## config.mk

```make
export PLATFORM = sky130hd
export DESIGN_NAME = baud_gen_frac_flat
export DESIGN_NICKNAME = d
export VERILOG_FILES = /design/src/rtl/uart_pkg.sv /design/src/rtl/baud_gen_frac_if.sv /design/src/rtl/baud_frac_acc.sv /design/src/rtl/baud_gen_frac.sv /design/src/flat_wrapper.sv
export SDC_FILE = /design/constraint.sdc
export NUM_CORES = 1
export LEC_CHECK = 0
export CORE_MARGIN = 1.5
export CORE_UTILIZATION = 34
export CTS_BUF_LIST = sky130_fd_sc_hd__clkbuf_8
export CTS_CLUSTER_SIZE = 10
export DETAILED_ROUTE_END_ITERATION = 10
export GPL_TIMING_DRIVEN = 0
export SKIP_LAST_GASP = 1
export SYNTH_ARGS = -nofsm -noshare
export SYNTH_HDL_FRONTEND = slang
export SYNTH_SLANG_ARGS = --single-unit
```

## constraint.sdc

```tcl
create_clock -name clk -period 8.1 [get_ports clk]
set_clock_uncertainty 0.05 [all_clocks]
set_input_delay 1.62 -clock clk [delete_from_list [all_inputs] [get_ports clk]]
set_output_delay 1.62 -clock clk [all_outputs]
set_load 0.01 [all_outputs]
```

## src/rtl/uart_pkg.sv

```systemverilog
// Shared constants for the UART baud generator.
//   DIV_WIDTH_DEF / FRAC_WIDTH_DEF / OSR_WIDTH_DEF : default field widths
//   OSR_MIN                                        : smallest legal oversample ratio minus 1
//   baud_ev_e                                      : per-cycle event, listed in precedence order
package uart_pkg;
  localparam int DIV_WIDTH_DEF  = 20;
  localparam int FRAC_WIDTH_DEF = 4;
  localparam int OSR_WIDTH_DEF  = 5;
  localparam int OSR_MIN        = 3;

  // Highest precedence first: stop > (re)start > terminal count > count.
  typedef enum logic [1:0] {
    EV_OFF   = 2'd0,
    EV_START = 2'd1,
    EV_TC    = 2'd2,
    EV_COUNT = 2'd3
  } baud_ev_e;
endpackage

```

## src/rtl/baud_gen_frac_if.sv

```systemverilog
// Configuration/tick bundle of the fractional baud generator.
//   master : register block side (drives config and restart, observes ticks)
//   slave  : generator side
interface baud_gen_frac_if import uart_pkg::*; #(
  parameter int DIV_WIDTH  = DIV_WIDTH_DEF,
  parameter int FRAC_WIDTH = FRAC_WIDTH_DEF,
  parameter int OSR_WIDTH  = OSR_WIDTH_DEF
) ();
  logic                  enable;
  logic [DIV_WIDTH-1:0]  div_int;
  logic [FRAC_WIDTH-1:0] div_frac;
  logic [OSR_WIDTH-1:0]  osr;
  logic                  restart;
  logic                  tick_os;
  logic                  tick_bit;
  logic                  active;

  modport master (output enable, div_int, div_frac, osr, restart,
                  input  tick_os, tick_bit, active);
  modport slave  (input  enable, div_int, div_frac, osr, restart,
                  output tick_os, tick_bit, active);
endinterface

```

## src/rtl/baud_frac_acc.sv

```systemverilog
// Fractional phase accumulator for one oversample period.
//   clr_i    : restart the phase at 0 (inactive, activation, restart)
//   step_i   : advance by frac_i at the end of a period
//   div_i    : integer divisor of the current period
//   frac_i   : fractional divisor of the current period
//   period_o : length of the current period, div_i or div_i+1
// acc_q holds the phase before the current period's add; the carry of
// acc_q + frac_i stretches the current period by one cycle, and that sum
// becomes the phase of the next period.
module baud_frac_acc import uart_pkg::*; #(
  parameter int DIV_WIDTH  = DIV_WIDTH_DEF,
  parameter int FRAC_WIDTH = FRAC_WIDTH_DEF
) (
  input  logic                  clk,
  input  logic                  rst_n,
  input  logic                  clr_i,
  input  logic                  step_i,
  input  logic [DIV_WIDTH-1:0]  div_i,
  input  logic [FRAC_WIDTH-1:0] frac_i,
  output logic [DIV_WIDTH:0]    period_o
);
  logic [FRAC_WIDTH-1:0] acc_q, acc_d;
  logic [FRAC_WIDTH:0]   sum;

  assign sum      = {1'b0, acc_q} + {1'b0, frac_i};
  assign period_o = {1'b0, div_i} + {{DIV_WIDTH{1'b0}}, sum[FRAC_WIDTH]};

  always_comb begin
    acc_d = acc_q;
    if (clr_i)       acc_d = '0;
    else if (step_i) acc_d = sum[FRAC_WIDTH-1:0];
  end

  always_ff @(posedge clk or negedge rst_n) begin
    if (!rst_n) acc_q <= '0;
    else        acc_q <= acc_d;
  end
endmodule

```

## src/rtl/baud_gen_frac.sv

```systemverilog
// Fractional-divisor baud generator.
//   clk, rst_n : clock, asynchronous active-low reset
//   bus        : enable, div_int, div_frac, osr, restart in;
//                tick_os, tick_bit, active out (all registered)
// Divisors are sampled into shadows at every tick_os, osr at every
// tick_bit, so a running bit never changes length mid-period.
module baud_gen_frac import uart_pkg::*; #(
  parameter int DIV_WIDTH  = DIV_WIDTH_DEF,
  parameter int FRAC_WIDTH = FRAC_WIDTH_DEF,
  parameter int OSR_WIDTH  = OSR_WIDTH_DEF
) (
  input  logic           clk,
  input  logic           rst_n,
  baud_gen_frac_if.slave bus
);
  logic                  run, tc, bit_end;
  logic [OSR_WIDTH-1:0]  osr_clamped;
  logic [DIV_WIDTH:0]    period;
  baud_ev_e              ev;

  logic                  active_q, active_d;
  logic                  tick_os_q, tick_os_d;
  logic                  tick_bit_q, tick_bit_d;
  logic [DIV_WIDTH:0]    cnt_q, cnt_d;
  logic [OSR_WIDTH-1:0]  os_q, os_d;
  logic [DIV_WIDTH-1:0]  div_sh_q, div_sh_d;
  logic [FRAC_WIDTH-1:0] frac_sh_q, frac_sh_d;
  logic [OSR_WIDTH-1:0]  osr_sh_q, osr_sh_d;

  assign run         = bus.enable && (bus.div_int > DIV_WIDTH'(1));
  assign osr_clamped = (bus.osr < OSR_WIDTH'(OSR_MIN)) ? OSR_WIDTH'(OSR_MIN) : bus.osr;
  // period >= 2 whenever active, since div_sh only loads while run holds
  assign tc          = (cnt_q == period - {{DIV_WIDTH{1'b0}}, 1'b1});
  assign bit_end     = (os_q == osr_sh_q);

  always_comb begin
    if (!run)                      ev = EV_OFF;
    else if (!active_q || bus.restart) ev = EV_START;
    else if (tc)                   ev = EV_TC;
    else                           ev = EV_COUNT;
  end

  baud_frac_acc #(.DIV_WIDTH(DIV_WIDTH), .FRAC_WIDTH(FRAC_WIDTH)) u_acc (
    .clk      (clk),
    .rst_n    (rst_n),
    .clr_i    ((ev == EV_OFF) || (ev == EV_START)),
    .step_i   (ev == EV_TC),
    .div_i    (div_sh_q),
    .frac_i   (frac_sh_q),
    .period_o (period)
  );

  always_comb begin
    active_d   = active_q;
    tick_os_d  = 1'b0;
    tick_bit_d = 1'b0;
    cnt_d      = cnt_q;
    os_d       = os_q;
    div_sh_d   = div_sh_q;
    frac_sh_d  = frac_sh_q;
    osr_sh_d   = osr_sh_q;
    case (ev)
      EV_OFF, EV_START: begin
        active_d  = (ev == EV_START);
        cnt_d     = '0;
        os_d      = '0;
        div_sh_d  = bus.div_int;
        frac_sh_d = bus.div_frac;
        osr_sh_d  = osr_clamped;
      end
      EV_TC: begin
        cnt_d     = '0;
        tick_os_d = 1'b1;
        div_sh_d  = bus.div_int;
        frac_sh_d = bus.div_frac;
        if (bit_end) begin
          os_d       = '0;
          tick_bit_d = 1'b1;
          osr_sh_d   = osr_clamped;
        end else begin
          os_d = os_q + OSR_WIDTH'(1);
        end
      end
      default: cnt_d = cnt_q + {{DIV_WIDTH{1'b0}}, 1'b1};
    endcase
  end

  always_ff @(posedge clk or negedge rst_n) begin
    if (!rst_n) begin
      active_q   <= 1'b0;
      tick_os_q  <= 1'b0;
      tick_bit_q <= 1'b0;
      cnt_q      <= '0;
      os_q       <= '0;
      div_sh_q   <= '0;
      frac_sh_q  <= '0;
      osr_sh_q   <= '0;
    end else begin
      active_q   <= active_d;
      tick_os_q  <= tick_os_d;
      tick_bit_q <= tick_bit_d;
      cnt_q      <= cnt_d;
      os_q       <= os_d;
      div_sh_q   <= div_sh_d;
      frac_sh_q  <= frac_sh_d;
      osr_sh_q   <= osr_sh_d;
    end
  end

  assign bus.active   = active_q;
  assign bus.tick_os  = tick_os_q;
  assign bus.tick_bit = tick_bit_q;
endmodule

```

## src/flat_wrapper.sv

```systemverilog
// flat-port wrapper written by rule: the top's interface ports become plain ports
module baud_gen_frac_flat import uart_pkg::*;
#(
  parameter int DIV_WIDTH  = DIV_WIDTH_DEF,
  parameter int FRAC_WIDTH = FRAC_WIDTH_DEF,
  parameter int OSR_WIDTH  = OSR_WIDTH_DEF
)
  (clk, rst_n, bus_enable, bus_div_int, bus_div_frac, bus_osr, bus_restart, bus_tick_os, bus_tick_bit, bus_active);
  baud_gen_frac_if #(.DIV_WIDTH(DIV_WIDTH), .FRAC_WIDTH(FRAC_WIDTH), .OSR_WIDTH(OSR_WIDTH)) bus_i ();
  input  logic clk;
  input  logic rst_n;
  input wire logic [$bits(bus_i.enable)-1:0] bus_enable;
  input wire logic [$bits(bus_i.div_int)-1:0] bus_div_int;
  input wire logic [$bits(bus_i.div_frac)-1:0] bus_div_frac;
  input wire logic [$bits(bus_i.osr)-1:0] bus_osr;
  input wire logic [$bits(bus_i.restart)-1:0] bus_restart;
  output wire logic [$bits(bus_i.tick_os)-1:0] bus_tick_os;
  output wire logic [$bits(bus_i.tick_bit)-1:0] bus_tick_bit;
  output wire logic [$bits(bus_i.active)-1:0] bus_active;
  assign bus_i.enable = bus_enable;
  assign bus_i.div_int = bus_div_int;
  assign bus_i.div_frac = bus_div_frac;
  assign bus_i.osr = bus_osr;
  assign bus_i.restart = bus_restart;
  assign bus_tick_os = bus_i.tick_os;
  assign bus_tick_bit = bus_i.tick_bit;
  assign bus_active = bus_i.active;
  baud_gen_frac #(.DIV_WIDTH(DIV_WIDTH), .FRAC_WIDTH(FRAC_WIDTH), .OSR_WIDTH(OSR_WIDTH)) u_core (.clk(clk), .rst_n(rst_n), .bus(bus_i));
endmodule
```

==> results_dict.tcl <==
set metrics [dict create \
    initial_drt_markers 123 \
    clkTransAtPathRegs_ns 0.07 \
    drt.antenna.violating_nets 0 \
    synth_simple_gate_area_frac 0.215 \
    grt_pass1_wl_mm 13.2 \
    post_synthesis_sequential_element_count 62 \
    power.clock.fraction 0.432 \
    setup_total_negative_slack_ns 0 \
    finalNetCount 430 \
    cts_tree "yes" \
    layout.cells.most_common_list "62 x sky130_fd_sc_hd__dfrtp_1, 37 x sky130_fd_sc_hd__nor2_1, 34 x sky130_fd_sc_hd__clkdlybuf4s50_1" \
    ctsHtreeMaxLevel 3 \
    max_slew_margin 0.382 \
    fmax_mhz 206 \
    drtPass1Iterations 4 \
    avgViaCountPerCell 4.98 \
    dpl.cell_count 513 \
    min_period_ns 4.87 \
    fin_total_pwr_uw 726 \
    startpoint_type "flip-flop" \
    count_of_different_cell_masters_after_synthesis 53 \
    timing_max_transition_violations_final 0 \
    yosys.area_share.adder 0.0335 \
    antenna_violations_before_repair 0 \
    power.sequential.fraction 0.462 \
    first_global_vias 2760 \
    postSynthNetCount 384 \
    largest_area_contributor_in_the_netlist "sky130_fd_sc_hd__dfrtp_1" \
    fp.dieArea_sq_um 11200 \
    grt_setup_unrepaired "false" \
    cts.hold.buffers_added 0 \
    static-leakage-power_uw 0.00173 \
    synth_top_family_by_area "simple AND/OR/NAND/NOR gates" \
    initial_core_util 0.349 \
    postSynth.topFlopCell "sky130_fd_sc_hd__dfrtp_1" \
    power.net_switching_uw 167 \
    peakVddDrop_mv 0.0915 \
    gpl.final_weighted_congestion 0.836 \
    endpoint_kind "flip-flop" \
    finalSetupViolations 0 \
    syn_area_per_cell_sq_um 10.5 \
    cts_inserted_buffers 9 \
    powerDensity_nw_per_um2 167 \
    place_hpwl_mm 5.74 \
    global_route.usage.met1 0.189 \
    synth_area_in_compound_gates 0.0618 \
    num_antenna_cells 0 \
    total_number_of_placement_rows 37 \
    fillerInstances 1011 \
    peak_fanout_along_the_critical_path 8 \
    synth_area_sq_um 3580 \
    top_level_ports 36 \
    total_of_warnings_raised_by_yosys 0 \
    peak_usage_layer_in_the_global_routing_report "met2" \
    floorplan.die.height_microns 106 \
    worstMarginPinSlew_ns 0.920 \
    total_grt_overflow 0 \
    areaGrowthSynthToFinish_pct 21.0 \
    synth_cells 342 \
    postCtsResizedCells 0 \
    cp_data_required_time_ns 8.28 \
    floorplan.die.width_microns 106 \
    track_usage 0.151 \
    layout.cells.most_common "sky130_fd_sc_hd__dfrtp_1" \
    power_frac_comb 0.106 \
    critPathKind "flip-flop to flip-flop" \
    hold_class "flip-flop to flip-flop" \
    finish.utilization 0.422 \
    ys_top_cells_by_area "sky130_fd_sc_hd__dfrtp_1 43%, sky130_fd_sc_hd__mux2_2 8.2%, sky130_fd_sc_hd__xnor2_1 6.6%" \
    timing.final.hold_violations 0 \
    drt_drc_violations_left 0 \
    final_routed_wire_length_divided_by_cell_count_microns 14.5 \
    synth.top_cell.area_share 0.433 \
    yosys.area_share.xor_xnor 0.127 \
    routed-via-count 2632 \
    globalRouteMet3Util 0.0371 \
    port-buffer-count 35 \
    ctsRootBufferMaster "sky130_fd_sc_hd__clkbuf_8" \
    status "finished, final reports clean" \
    finish.cell_count_without_fillers 529 \
    coreArea_sq_um 10300 \
    layout_cell_share_with_drive_strength_beyond_1 0.160 \
    synth-async-reset-ratio 1.00 \
    clock-sinks 62 \
    grt_max_degree 63 \
    switching_share 0.230 \
    met2_usage 0.251 \
    arrival_ns 5.04 \
    post_cts_buffers 0 \
    synth-edff-count 0 \
    timing.final.crit_share 0.601 \
    max_cap_viol_count 0 \
    maximum_buffer_depth_of_the_clock_tree 2 \
    power.internal_uw 559 \
    synth_mux_area_frac 0.101 \
    total_length_of_routed_wires_mm 7.69 \
    seq_area_frac_synth 0.433 \
    worst_skew_pair.late_latency_ns 0.34 \
]
[through the flow]
step	setup slack [ns]	cell area [sq um]	hold WS, ns
6_report	3.23	4340	0.462
3_5_place_dp	3.17	4100	0.450
4_1_cts	3.16	4340	0.467
5_1_grt	2.80	4340	0.497
2_1_floorplan	3.85	3580	0.431
3_3_place_gp	3.29	4100	0.445
[worst paths after layout]
kind	depth (start not counted)	slack, ns	startpoint	to
max in group asynchronous	1	6.17	rst_n	u_core.cnt_q[20]
setup / recovery	16	3.23	u_core.u_acc.acc_q[0]	u_core.osr_sh_q[2]
hold reg to reg	1	0.46	u_core.frac_sh_q[0]	u_core.frac_sh_q[0]
hold / removal	1	0.46	u_core.frac_sh_q[0]	u_core.frac_sh_q[0]
setup reg to reg	16	3.23	u_core.u_acc.acc_q[0]	u_core.osr_sh_q[2]
min in group asynchronous	1	1.30	rst_n	u_core.u_acc.acc_q[1]
[cell usage after synthesis, types with 5 or more instances]
master                     n
sky130_fd_sc_hd__inv_1    11
sky130_fd_sc_hd__nor4_1    6
sky130_fd_sc_hd__nand2_1  17
sky130_fd_sc_hd__nand3_1  14
sky130_fd_sc_hd__mux2_2   26
sky130_fd_sc_hd__mux2i_1   7
sky130_fd_sc_hd__nor3_1    9
sky130_fd_sc_hd__or4_1     5
sky130_fd_sc_hd__xnor2_1  27
sky130_fd_sc_hd__o21ai_0   8
sky130_fd_sc_hd__a21oi_1  13
sky130_fd_sc_hd__ha_1      8
sky130_fd_sc_hd__nand4_1   8
sky130_fd_sc_hd__nor2_1   37
sky130_fd_sc_hd__and3_1    6
sky130_fd_sc_hd__xor2_1   25
sky130_fd_sc_hd__dfrtp_1  62
[critical path, stage by stage, from the launching register on]
cell and delay (ns):
sky130_fd_sc_hd__dfrtp_1 0.38, sky130_fd_sc_hd__ha_1 0.21, sky130_fd_sc_hd__inv_1 0.07, sky130_fd_sc_hd__fa_1 0.20, sky130_fd_sc_hd__inv_1 0.05, sky130_fd_sc_hd__a21o_1 0.14
sky130_fd_sc_hd__a21oi_1 0.16, sky130_fd_sc_hd__ha_1 0.22, sky130_fd_sc_hd__ha_1 0.24, sky130_fd_sc_hd__nor3b_4 0.37, sky130_fd_sc_hd__nand4_1 0.26, sky130_fd_sc_hd__or4_1 0.57
sky130_fd_sc_hd__a21boi_0 0.21, sky130_fd_sc_hd__nand4_1 0.15, sky130_fd_sc_hd__nor4_2 0.71, sky130_fd_sc_hd__a21oi_1 0.39, sky130_fd_sc_hd__mux2_2 0.37
[logic make-up (layout without fill, tap and decap cells)]
family                     after synthesis  count (layout)
DFF                                     62              62
adders and majority gates                9               9
AOI/OAI and AO/OA                       36              36
muxes                                   33              33
xor gates and xnor gates                52              52
and+or+nand+nor                        131             131
buffers and inverters                   19              70
[state kept, by name (all words and copies together), names as in the netlist]
name                 count
u_core.div_sh_q         20
u_core.bus.tick_bit      1
u_core.cnt_q            21
u_core.osr_sh_q          5
u_core.frac_sh_q         4
u_core.os_q              5
u_core.bus.tick_os       1
u_core.bus.active        1
u_core.u_acc.acc_q       4
[routing by layer]
metal | up-vias | wire [microns]
li1 | 1306 | -
met1 | 1277 | 3590
met2 | 40 | 3750
met3 | 9 | 245
met4 | 0 | 108
met5 | - | 0
[layout make-up]
cell class              count  area [sq um]  area share
multi-input cells         261          1930       0.445
flip-flops and latches     62          1550       0.358
repair buffers             35           348      0.0802
well taps                 136           170      0.0392
clock buffers              12           165      0.0381
clock inverters             4          68.8      0.0159
plain buffers               8          60.1      0.0139
inverters                  11          41.3     0.00952
[power groups by stage]
| stage | combinational, uW | clock [uW] | sequential (uW) |
|---|---|---|---|
| 6_report | 77.1 | 314 | 335 |
| 5_1_grt | 85.8 | 342 | 337 |
| 4_1_cts | 78.4 | 323 | 335 |
| 3_5_place_dp | 78.0 | 0 | 341 |
| 3_3_place_gp | 76.4 | 0 | 341 |
| 2_1_floorplan | 45.5 | 0 | 337 |
Power figures use the tool's default switching activity.
